==> config.mk <==
export PLATFORM = sky130hd
export DESIGN_NAME = vga_vblank_scheduler
export DESIGN_NICKNAME = d
export VERILOG_FILES = /design/src/rtl/vga_vblank_scheduler.sv
export SDC_FILE = /design/constraint.sdc
export NUM_CORES = 1
export LEC_CHECK = 0
export BUFFER_PORTS_ARGS = -buffer_cell sky130_fd_sc_hd__buf_2
export CORE_AREA = 2 2 60 62
export CTS_CLUSTER_DIAMETER = 30
export CTS_CLUSTER_SIZE = 40
export DETAILED_ROUTE_END_ITERATION = 6
export DIE_AREA = 0 0 62 64
export PLACE_DENSITY = 0.8
export SETUP_SLACK_MARGIN = 0.4
export SYNTH_ARGS = -nofsm -noshare
export SYNTH_HDL_FRONTEND = slang
export SYNTH_SLANG_ARGS = --single-unit
==> constraint.sdc <==
create_clock -name clk -period 3.1 [get_ports clk]
set_clock_uncertainty 0.1 [all_clocks]
set_input_delay 0.775 -clock clk [delete_from_list [all_inputs] [get_ports clk]]
set_output_delay 0.775 -clock clk [all_outputs]
set_load 0.05 [all_outputs]
==> src/rtl/vga_vblank_scheduler.sv <==
// Shares the vertical blanking interval among N_REQ requesters. Grants are
// round-robin, one at a time, at most once per frame, and revoked when active video resumes.
module vga_vblank_scheduler #(
    parameter int N_REQ        = 4,
    parameter int ACTIVE_LINES = 480,
    parameter int MAX_GRANT    = 256
) (
    input  logic             clk,
    input  logic             rst_n,
    input  logic             enable,
    input  logic [9:0]       y,
    input  logic [N_REQ-1:0] req,
    input  logic [N_REQ-1:0] done,
    output logic [N_REQ-1:0] grant,
    output logic [2:0]       grant_id,
    output logic             window,
    output logic             frame_tick,
    output logic             overrun
);

    localparam int TW = (MAX_GRANT > 1) ? $clog2(MAX_GRANT) : 1;
    localparam logic [TW-1:0] TIMER_LAST = TW'(MAX_GRANT - 1);

    typedef enum logic [1:0] {
        IDLE  = 2'd0,
        ARB   = 2'd1,
        GRANT = 2'd2
    } state_t;

    state_t           state_reg, state_next;
    logic             in_blank_reg, in_blank_next;
    logic [N_REQ-1:0] served_reg, served_next;
    logic [N_REQ-1:0] grant_reg, grant_next;
    logic [2:0]       rr_ptr_reg, rr_ptr_next;
    logic [2:0]       grant_id_reg, grant_id_next;
    logic [TW-1:0]    timer_reg, timer_next;
    logic             window_reg, window_next;
    logic             frame_tick_reg, frame_tick_next;
    logic             overrun_reg, overrun_next;

    logic             in_blank, blank_rise, blank_fall;
    logic [7:0]       eligible_pad, done_pad, onehot_pad;
    logic [2:0]       cand_idx [N_REQ];
    logic [N_REQ-1:0] cand_hit;
    logic             found;
    logic [2:0]       sel_idx;
    logic             grant_done, timeout;
    logic [3:0]       id_inc;
    logic [2:0]       rr_after;

    assign in_blank   = (int'(y) >= ACTIVE_LINES);
    assign blank_rise = in_blank & ~in_blank_reg;
    assign blank_fall = ~in_blank & in_blank_reg;

    assign eligible_pad = 8'(req & ~served_reg);
    assign done_pad     = 8'(done);
    assign grant_done   = done_pad[grant_id_reg];
    assign timeout      = (timer_reg == TIMER_LAST);

    assign id_inc   = {1'b0, grant_id_reg} + 4'd1;
    assign rr_after = (id_inc >= 4'(N_REQ)) ? 3'd0 : id_inc[2:0];

    // Candidate gi is the requester gi places after rr_ptr, wrapping modulo N_REQ.
    genvar gi;
    generate
        for (gi = 0; gi < N_REQ; gi++) begin : g_cand
            logic [3:0] sum;
            assign sum          = {1'b0, rr_ptr_reg} + 4'(gi);
            assign cand_idx[gi] = (sum >= 4'(N_REQ)) ? (sum[2:0] - 3'(N_REQ)) : sum[2:0];
            assign cand_hit[gi] = eligible_pad[cand_idx[gi]];
        end
    endgenerate

    always_comb begin
        found   = 1'b0;
        sel_idx = '0;
        for (int k = N_REQ - 1; k >= 0; k--) begin
            if (cand_hit[k]) begin
                found   = 1'b1;
                sel_idx = cand_idx[k];
            end
        end
    end

    assign onehot_pad = 8'd1 << sel_idx;

    always_comb begin
        state_next      = state_reg;
        in_blank_next   = in_blank_reg;
        served_next     = served_reg;
        rr_ptr_next     = rr_ptr_reg;
        grant_next      = grant_reg;
        grant_id_next   = grant_id_reg;
        timer_next      = timer_reg;
        window_next     = window_reg;
        frame_tick_next = 1'b0;
        overrun_next    = 1'b0;
        if (enable) begin
            in_blank_next = in_blank;
            if (blank_fall) begin
                // Video resumes: close wins over any done in the same cycle.
                state_next  = IDLE;
                window_next = 1'b0;
                grant_next  = '0;
                timer_next  = '0;
                if (state_reg == GRANT) begin
                    overrun_next = 1'b1;
                    served_next  = served_reg | grant_reg;
                    rr_ptr_next  = rr_after;
                end
            end else begin
                case (state_reg)
                    IDLE: begin
                        if (blank_rise) begin
                            state_next      = ARB;
                            window_next     = 1'b1;
                            frame_tick_next = 1'b1;
                            served_next     = '0;
                        end
                    end
                    ARB: begin
                        if (found) begin
                            state_next    = GRANT;
                            grant_next    = onehot_pad[N_REQ-1:0];
                            grant_id_next = sel_idx;
                            timer_next    = '0;
                        end
                    end
                    GRANT: begin
                        if (grant_done || timeout) begin
                            state_next   = ARB;
                            grant_next   = '0;
                            served_next  = served_reg | grant_reg;
                            rr_ptr_next  = rr_after;
                            overrun_next = ~grant_done;
                            timer_next   = '0;
                        end else begin
                            timer_next = timer_reg + TW'(1);
                        end
                    end
                    default: state_next = IDLE;
                endcase
            end
        end
    end

    // in_blank_reg resets high so a window already open at reset release is skipped.
    always_ff @(posedge clk or negedge rst_n) begin
        if (!rst_n) begin
            state_reg      <= IDLE;
            in_blank_reg   <= 1'b1;
            served_reg     <= '0;
            rr_ptr_reg     <= '0;
            grant_reg      <= '0;
            grant_id_reg   <= '0;
            timer_reg      <= '0;
            window_reg     <= 1'b0;
            frame_tick_reg <= 1'b0;
            overrun_reg    <= 1'b0;
        end else begin
            state_reg      <= state_next;
            in_blank_reg   <= in_blank_next;
            served_reg     <= served_next;
            rr_ptr_reg     <= rr_ptr_next;
            grant_reg      <= grant_next;
            grant_id_reg   <= grant_id_next;
            timer_reg      <= timer_next;
            window_reg     <= window_next;
            frame_tick_reg <= frame_tick_next;
            overrun_reg    <= overrun_next;
        end
    end

    assign grant      = grant_reg;
    assign grant_id   = grant_id_reg;
    assign window     = window_reg;
    assign frame_tick = frame_tick_reg;
    assign overrun    = overrun_reg;

endmodule
---- Yosys cells after proc, flatten, opt, wreduce, memory -nomap -nowiden ----
Cells that the tools add are included.
cells by class
  add/subtract/negate cells ............... 9
  $lt $le $gt $ge ......................... 11
  eq/ne operators ......................... 7
  shifts and indexed selects .............. 1
  mux-type cells .......................... 57
  bitwise operators ....................... 9
  reduce and logical (&&, ||, !) cells .... 14
operators by type and width
  cell                                                   count
  2-to-1 mux 3 bit                                       13
  2-to-1 mux 4 bit                                       7
  2-to-1 mux 8 bit                                       3
  2-to-1 mux 1 bit                                       21
  < comparator 3 x 4 -> 1 bit (second input constant)    5
  >= comparator 4 x 3 -> 1 bit (second input constant)   4
  one-hot mux 4 bit (2 select lines)                     2
  one-hot mux 8 bit (2 select lines)                     1
  binary-select mux 1 bit (select 3 bit)                 5
  AND reduction 4 bit                                    3
  subtractor 3 bit (second input constant)               4
  >= comparator 10 x 9 -> 1 bit (second input constant)  1
  AND reduction 3 bit                                    3
  adder 3 x 1 -> 4 bit (second input constant)           2
  adder 3 x 2 -> 4 bit (second input constant)           2
  adder 8 x 1 -> 8 bit (second input constant)           1
  AND 4 x 8 -> 8 bit                                     1
  == test 8 bit (second input constant)                  1
  2-to-1 mux 2 bit                                       4
  NOT 4 -> 8 bit                                         1
  nonzero test 2 bit                                     4
  != test 3 bit (second input constant)                  2
  one-hot mux 2 bit (3 select lines)                     1
  AND reduction 5 bit                                    1
  other kinds (12)                                       16
storage, ports and cells
  register bits after elaboration ......... 28
  logic and storage cells ................. 118

---- Longest topological paths before layout ----
Gate-level depths: netlist (run 1).
  depth after elaboration ................. 13
  depth in mapped cells ................... 9
  gate-level depth less buffers ........... 8

---- Worst setup path before layout (run 1) ----
No wires, ideal clock.
  kind .................................... input to register
  start ................................... in y[5]
  end ..................................... reg grant_reg[0], in the netlist grant[0]
  library setup time ...................... 0.110 ns
  arrival time ............................ 2.472 ns
  data required time ...................... 2.890 ns
  setup slack ............................. 0.418 ns
  cell stages on the path ................. 7
  path buffers ............................ 2
  cells stage by stage .................... a41oi_1 -> ha_1 -> buf_1 -> o21ai_1 -> and2_1 -> buf_6 -> o41ai_1
between the ends
  cells in the longest elaborated chain, start to end .. 5
  elaborated cells on any way between the ends .. 8
  classes of those cells .................. order compare (1); eq/ne (2); mux (1); bitwise (2); reduce/logical (2)
RTL lines
  item                                                            line  RTL
  start, declared                                                 11    input logic [9:0] y,
  >= comparator 10 x 9 -> 1 bit *                                 51    assign in_blank = (int'(y) >= ACTIVE_LINES);
  NOT 1 bit *                                                     53    assign blank_fall = ~in_blank & in_blank_reg;
  AND 1 bit *                                                     53
  != test 3 x 2 -> 1 bit (no line), or another cell as far along  n/a
  AND reduction 4 bit (no line)                                   n/a
  end signal, assigned                                            165   grant_reg <= grant_next;
  end, declared                                                   33    logic [N_REQ-1:0] grant_reg, grant_next;
Mark *: on every way between the ends. The rest lies on a longest branch, timed or not.
A chain may end at the register's enable or synchronous reset.

---- Worst setup path after layout (run 1) ----
  start ................................... reg rr_ptr_reg[1]
  end ..................................... reg grant_reg[0], in the netlist grant[0]
between the ends
  cells in the longest elaborated chain, start to end .. 13
  elaborated cells on any way between the ends .. 37
  classes of those cells .................. add/sub (7); order compare (4); eq/ne (1); shift (1); mux (23); reduce/logical (1)
RTL lines
  item                                                              line  RTL
  start, declared                                                   34    logic [2:0] rr_ptr_reg, rr_ptr_next;
  start signal, assigned                                            164   rr_ptr_reg <= rr_ptr_next;
  adder 3 x 2 -> 4 bit                                              68    assign sum = {1'b0, rr_ptr_reg} + 4'(gi);
  >= comparator 4 x 3 -> 1 bit or subtractor 3 bit (tied branches)  69    assign cand_idx[gi] = (sum >= 4'(N_REQ)) ? (sum[2:0] - 3'(N_REQ)) : sum[2:0];
  2-to-1 mux 3 bit                                                  69
  binary-select mux 1 bit (select 3 bit)                            70    assign cand_hit[gi] = eligible_pad[cand_idx[gi]];
  2-to-1 mux 1 bit (not written as such)                            70
  2-to-1 mux 3 bit (4 in series)                                    78    if (cand_hit[k]) begin
  << shifter 1 x 3 -> 4 bit                                         85    assign onehot_pad = 8'd1 << sel_idx;
  2-to-1 mux 4 bit                                                  122   if (found) begin
  one-hot mux 4 bit (2 select lines)                                112   case (state_reg)
  2-to-1 mux 4 bit                                                  100   if (blank_fall) begin
Parallel ways exist; a longest one is shown, timed or not. The select of a mux whose other input is x is not followed.

==> results_dict.tcl, run 1 <==
set metrics [dict create \
    status "finished clean" \
    firstDrtPassIters 4 \
    worstReg2RegStart "rr_ptr_reg[1]$_DFFE_PN0P_" \
    worstPathMaxFanout 9 \
    num_vias 1489 \
    slowest_delay_ns 0.49 \
    required_ns 3.21 \
    p_switching_mw 0.851 \
    syn_area_sq_mm 0.00181 \
    rsz0062_at_grt "no" \
    yosysTopAreaCell "dfrtp_1" \
    clockBufferDepth 2 \
    setup_violations 0 \
    yosysSeqAreaShare_pct 38.8 \
    crit_chain "inv_1, ha_2, nor2_1, a22oi_2, o211ai_2, o211ai_2, and2_1, o41ai_1" \
    synthCells 179 \
    cts_root_buf "clkbuf_4" \
    wl_mm 3.80 \
    cts_num_sinks 28 \
    rr_worst_depth 8 \
    slew_viol_final 0 \
    multiInputGateArea_sq_mm 0.00106 \
    ys.warnings.count 0 \
    cts_buffers 3 \
    worstSetupStartpoint "rr_ptr_reg[1]$_DFFE_PN0P_" \
    finalSetupTns_ns 0 \
    die-area_sq_mm 0.00397 \
    seqCellArea_sq_um 703 \
    fp.dieW_microns 62 \
    arrival_ns 2.64 \
    syn_nets 206 \
    io_pins 31 \
    cts_tree "built" \
    synthAdderAreaFrac_pct 4.15 \
    rr_endpoint "grant[0]$_DFFE_PN0P_" \
    grt_max_degree 29 \
    port_buffers 25 \
    crit_end "grant[0]$_DFFE_PN0P_" \
    ys_async_sr_fraction_pct 100 \
    pwr_density_cell_mw_per_mm2 889 \
    finalCriticalPeriod_ns 2.52 \
    gp_congestion 0.817 \
    p_leak_nw 0.947 \
    r2r_slack_ns 0.58 \
    antenna_cells 0 \
    area_growth_pct 13.0 \
    internal-power_mw 0.966 \
    crit_cells 8 \
    start_util_pct 55.1 \
    dr.first_iter.drc_count 88 \
    yosysUniqueCellTypes 57 \
    peakVddDrop_mv 0.349 \
    clock.fmax_mhz 396 \
    slew_headroom_pct 58.8 \
    crit_family "compound AO/OA/AOI/OAI gates" \
    syn_avg_cell_area_sq_um 10.1 \
    synth-simple-area-share_pct 23.1 \
    synth_edf_count 0 \
    finalCritPeriodShare_pct 81.4 \
    synthTopCellsByArea "dfrtp_1 37%, mux2i_1 4.4%, ha_1 4.1%" \
    drv_cap 0 \
    drc 0 \
    synth_top_area_share_pct 37.3 \
    critPathKind "register to register" \
    htreeDepth 1 \
    power.share.clock_pct 9.8 \
    chipHeight_microns 64 \
    path_clk_slew_ns 0.15 \
    rows 21 \
    ant_nets 0 \
    antenna_found_initial 0 \
    drive_gt1_share_pct 27.5 \
    largest_reg_flops 8 \
    yosysMostFrequentCell "dfrtp_1" \
    clock_latency_ns 0.33 \
    grt_pass1_vias 1421 \
    hold_class "input port to asynchronous set/reset pin" \
    cp_slowest_cell "dfrtp_2" \
    end_kind "register" \
    synthMuxAreaShare_pct 9.41 \
    synth_common_cells "27 x dfrtp_1, 18 x nand2_1, 13 x nand3_1, 11 x nor2_1, 9 x nor2b_1" \
    power_frac_comb_pct 59.7 \
    hold_viol 0 \
    report.power.total_mw 1.82 \
    post-cts-setup-buffers 0 \
    sw_frac_of_total_pct 46.8 \
    overflow 0 \
    worst_pin_slew_ns 0.618 \
    wl_per_cell_microns 15.0 \
    start_kind "register" \
    path_common_cell "o211ai_2" \
    cts_hold_buf 0 \
    post-dp-hpwl_mm 2.95 \
    synth_seq_cells 28 \
    grt_pass1_wl_mm 6.29 \
    p_seq_share_pct 30.6 \
    synth_top_family_by_area "simple AND/OR/NAND/NOR gates" \
    fillers 279 \
    grt.total_usage_pct 20.6 \
    path_buf_inv 1 \
    avgViaCountPerCell 5.89 \
    synth_top_flop_cell "dfrtp_1" \
    nets 235 \
    core_sq_mm 0.00328 \
    synth-compound-area-share_pct 20.6 \
    synth_xor_xnor_area_share_pct 0.484 \
]
## worst min-delay path by stage
stage	startpoint	end	cells past startpoint	slack, ns
3_5_place_dp	timer_reg[7]$_DFFE_PN0P_	timer_reg[7]$_DFFE_PN0P_	1	0.37
6_report	rst_n	overrun$_DFF_PN0_	1	0.34
5_1_grt	rst_n	frame_tick$_DFF_PN0_	1	0.37
4_1_cts	rst_n	overrun$_DFF_PN0_	1	0.36
3_3_place_gp	timer_reg[7]$_DFFE_PN0P_	timer_reg[7]$_DFFE_PN0P_	1	0.36
2_1_floorplan	timer_reg[7]$_DFFE_PN0P_	timer_reg[7]$_DFFE_PN0P_	1	0.35
## per-layer routing
layer | wire length, microns | vias up | global-route usage (%) | part of all wire (%)
met5 | 0 | - | 0 | 0
met4 | 27 | 0 | 3.99 | 0.71
met3 | 117 | 4 | 3.24 | 3.1
met2 | 1970 | 23 | 36.2 | 52
met1 | 1680 | 734 | 25.9 | 44
li1 | - | 728 | - | -
## cell usage in the layout, fill, tap and decap left out, types with 2 or more instances in the layout
master / Yosys / routed
nand3b_1: 2 / 2
a2bb2oi_1: 5 / 5
a21oi_1: 4 / 4
o41ai_2: 0 / 2
and3_1: 4 / 4
o221a_2: 2 / 2
nand3_1: 13 / 13
buf_2: 1 / 25
a22o_1: 5 / 5
mux2i_1: 8 / 8
and2_1: 3 / 3
inv_1: 4 / 4
clkbuf_4: 0 / 3
o41ai_1: 7 / 5
ha_1: 6 / 5
nand2b_1: 2 / 2
o21ai_1: 2 / 2
nor2b_1: 9 / 9
dfrtp_1: 27 / 26
nand2_1: 18 / 18
o211ai_2: 3 / 3
buf_4: 1 / 6
o21ai_0: 3 / 3
and2b_1: 2 / 2
mux4_2: 2 / 2
o211ai_1: 2 / 2
nor2_1: 11 / 11
## power groups by stage
stage	Combinational, mW	Sequential (mW)	Clock (mW)
after global placement	1.02	0.551	0
after floorplan	0.710	0.687	0
after detailed placement	1.05	0.560	0
after CTS	1.05	0.552	0.184
final	1.08	0.555	0.177
after global routing	1.18	0.571	0.196
## final cells by class
type / count / share of cell area (%)
tap: 46 / 2.82
clock buffer: 4 / 1.77
multi-input combinational: 140 / 52.0
sequential: 28 / 34.4
timing repair buffer: 31 / 8.32
inverter: 4 / 0.734
## kinds of logic (layout without fill, tap and decap cells)
family,Yosys count,count (layout)
simple gates,75,75
compound gates,45,45
flops,28,28
mux,13,13
buf+inv,11,39
fa+ha+maj,6,6
xor+xnor,1,1
## timing repair
item	CTS	global route
hold endpoints to repair	0	0
endpoints found under the setup margin	0	5
resized for setup	0	4
## stage by stage
| stage | util (%) | hold slack (ns) | worst slack, ns | std cells | area [sq um] |
|---|---|---|---|---|---|
| after CTS | 61.7 | 0.356 | 0.436 | 253 | 2030 |
| after global routing | 62.2 | 0.365 | 0.413 | 253 | 2040 |
| after floorplan | - | 0.350 | 0.418 | 179 | 1810 |
| after global placement | 60.6 | 0.362 | 0.404 | 249 | 1990 |
| after detailed placement | 60.6 | 0.369 | 0.386 | 249 | 1990 |
| final | 62.2 | 0.336 | 0.575 | 253 | 2040 |
(Power assumes the default switching activity.)
==> run 2, diff against run 1 <==
- ABC_AREA: default -> 1
- CORE_AREA: 2 2 60 62 -> 2 2 61 63
- DIE_AREA: 0 0 62 64 -> 0 0 63 65
- PLACE_DENSITY: 0.8 -> 0.79
- clock period: 3.1 -> 2.5 ns (I/O delays scaled with it)
==> run 2 against run 1 <==
- clock power increased by 25%
- critical path depth unchanged
- via count rose by 10%
- worst hold slack got worse by 0.14 ns
- combinational power up 43%
- fmax grew 30%
- die area rose by 3.2%
- clock-buffer cell count did not move
- setup slack worse by 0.017 ns
- routed wire length up 3.6%
- sequential cell count stayed put
- largest power group unchanged
==> results_dict.tcl, run 2 <==
set metrics [dict create \
    status "finished clean" \
    synthTopCellsByArea "dfrtp_1 36%, nand2_1 13%, inv_1 6.9%" \
    critPathKind "register to register" \
    slew_headroom_pct 58.0 \
    path_buf_inv 2 \
    power_frac_comb_pct 63.1 \
    antenna_cells 0 \
    io_pins 31 \
    finalCriticalPeriod_ns 1.94 \
    fp.dieW_microns 63 \
    ant_nets 0 \
    rows 22 \
    power.share.clock_pct 9.0 \
    drc 0 \
    final_cells 322 \
    start_kind "register" \
    internal-power_mw 1.15 \
    peakVddDrop_mv 0.414 \
    cts_hold_buf 0 \
    cts_num_sinks 28 \
    yosysSeqAreaShare_pct 37.8 \
    sw_frac_of_total_pct 52.9 \
    gp_congestion 0.823 \
    port_buffers 25 \
    num_vias 1638 \
    finalCritPeriodShare_pct 77.7 \
    post-place-cells 311 \
    finalSetupTns_ns 0 \
    synth_top_flop_cell "dfrtp_1" \
    r2r_slack_ns 0.56 \
    slowest_delay_ns 0.46 \
    rr_endpoint "grant[0]$_DFFE_PN0P_" \
    core_sq_mm 0.00350 \
    pwr_density_cell_mw_per_mm2 1150 \
    syn_nets 266 \
    area_growth_pct 14.9 \
    htreeDepth 1 \
    crit_chain "buf_4, buf_4, o21ai_0, nand3_2, nand4_4, nand3b_1, nand2_1, nand2_1" \
    crit_family "simple AND/OR/NAND/NOR gates" \
    syn_area_sq_mm 0.00186 \
    die-area_sq_mm 0.00410 \
    dr.first_iter.drc_count 68 \
    p_seq_share_pct 27.9 \
    clockBufferDepth 2 \
    worstPathMaxFanout 5 \
    slew_viol_final 0 \
    cts_root_buf "clkbuf_4" \
    grt_max_degree 29 \
    chipHeight_microns 65 \
    rsz0062_at_grt "no" \
    yosysTopAreaCell "dfrtp_1" \
    grt_pass1_wl_mm 6.45 \
    start_util_pct 53.1 \
    worstReg2RegStart "rr_ptr_reg[0]$_DFFE_PN0P_" \
    grt_pass1_vias 1436 \
    synth_top_area_share_pct 36.4 \
    cts_buffers 3 \
    synth_edf_count 0 \
    rr_worst_depth 8 \
    drive_gt1_share_pct 27.0 \
    layout_commonest_cell "nand2_1" \
    final_cell_mix "62 x nand2_1, 33 x inv_1, 26 x dfrtp_1" \
    hold_class "input port to asynchronous set/reset pin" \
    worst_pin_slew_ns 0.630 \
    syn_avg_cell_area_sq_um 7.77 \
    synth_seq_cells 28 \
    wl_per_cell_microns 12.2 \
    avgViaCountPerCell 5.09 \
    arrival_ns 2.08 \
    setup_violations 0 \
    clock.fmax_mhz 515 \
    antenna_found_initial 0 \
    grt.total_usage_pct 19.9 \
    p_switching_mw 1.29 \
    cts_tree "built" \
    yosysMostFrequentCell "nand2_1" \
    ys.warnings.count 0 \
    hold_viol 0 \
    drv_cap 0 \
    cp_slowest_cell "dfrtp_2" \
    synth_common_cells "62 x nand2_1, 34 x inv_1, 27 x dfrtp_1, 22 x nand3_1, 15 x nor2_1" \
    ys_async_sr_fraction_pct 100 \
    overflow 0 \
    clock_latency_ns 0.33 \
    post-dp-hpwl_mm 2.94 \
    required_ns 2.64 \
    yosysUniqueCellTypes 32 \
    crit_cells 8 \
    end_kind "register" \
    largest_reg_flops 8 \
    wl_mm 3.93 \
    nets 302 \
    path_clk_slew_ns 0.15 \
    firstDrtPassIters 6 \
    p_leak_nw 1.14 \
    synthCells 239 \
]
run 2: changes by cell type after synthesis, sizes merged, moves of 5 or more:
cell	delta
o41ai	-7
nand4	+9
inv	+31
o21ai	+13
nand3	+14
nand2	+52
a21boi	+5
mux2i	-9
nor2b	-10
a22o	-5
nor2	+9
a2bb2oi	-5
run 2: area by class of cell:
type                       instances  area, sq um
sequential                        28          703
timing repair buffer              32          178
tap                               48         60.1
multi-input combinational        174         1010
clock buffer                       4         36.3
inverter                          36          141
fill                             334         1360
run 2: worst max path at each step:
stage	slack, ns	endpoint	from
CTS	0.41	timer_reg[4]$_DFFE_PN0P_	rr_ptr_reg[0]$_DFFE_PN0P_
finish	0.56	grant[0]$_DFFE_PN0P_	rr_ptr_reg[0]$_DFFE_PN0P_
detailed placement	0.15	served_reg[2]$_DFFE_PN0P_	y[6]
global placement	0.22	served_reg[3]$_DFFE_PN0P_	y[6]
floorplan	0.47	grant[0]$_DFFE_PN0P_	y[6]
global route	0.40	grant[0]$_DFFE_PN0P_	rr_ptr_reg[0]$_DFFE_PN0P_
run 2: cell families (layout without fill, tap and decap cells):
kind of cell             Yosys count  count (layout)  synth area share, %
XOR/XNOR                           6               6                 2.83
AND/OR/NAND/NOR                  131             132                 35.0
buffers and inverters             38              72                 9.23
AO/OA/AOI/OAI                     30              30                 11.1
flip-flops                        28              28                 37.8
adder cells (fa/ha/maj)            6               6                 4.04
run 2: power groups by stage:
stage / registers [mW] / logic, mW / clock network [mW]
global placement: 0.708 / 1.37 / 0
detailed placement: 0.713 / 1.40 / 0
finish: 0.683 / 1.54 / 0.221
CTS: 0.704 / 1.41 / 0.229
global route: 0.704 / 1.72 / 0.251
floorplan: 0.855 / 1.00 / 0
run 2: metal layers:
layer / GRT usage [%] / share of wire (%)
met1: 24.6 / 45
met2: 36.4 / 51
met3: 2.26 / 2.5
met4: 5.83 / 0.86
met5: 0 / 0
run 2: what timing repair did:
action,CTS,global route
gates resized for setup,1,5
setup buffers,0,6
setup endpoints to repair,12,20
gates cloned,0,1
pin swaps,0,2
run 2: per-stage QoR:
| step | setup WS, ns | utilization, % | total power [mW] | hold WS [ns] | cell area [sq um] |
|---|---|---|---|---|---|
| floorplan | 0.472 | - | 1.86 | 0.229 | 1860 |
| global placement | 0.217 | 57.8 | 2.07 | 0.394 | 2020 |
| detailed placement | 0.146 | 57.8 | 2.12 | 0.401 | 2020 |
| CTS | 0.412 | 58.9 | 2.35 | 0.204 | 2060 |
| global route | 0.395 | 61.0 | 2.68 | 0.221 | 2130 |
| finish | 0.559 | 61.0 | 2.45 | 0.191 | 2130 |
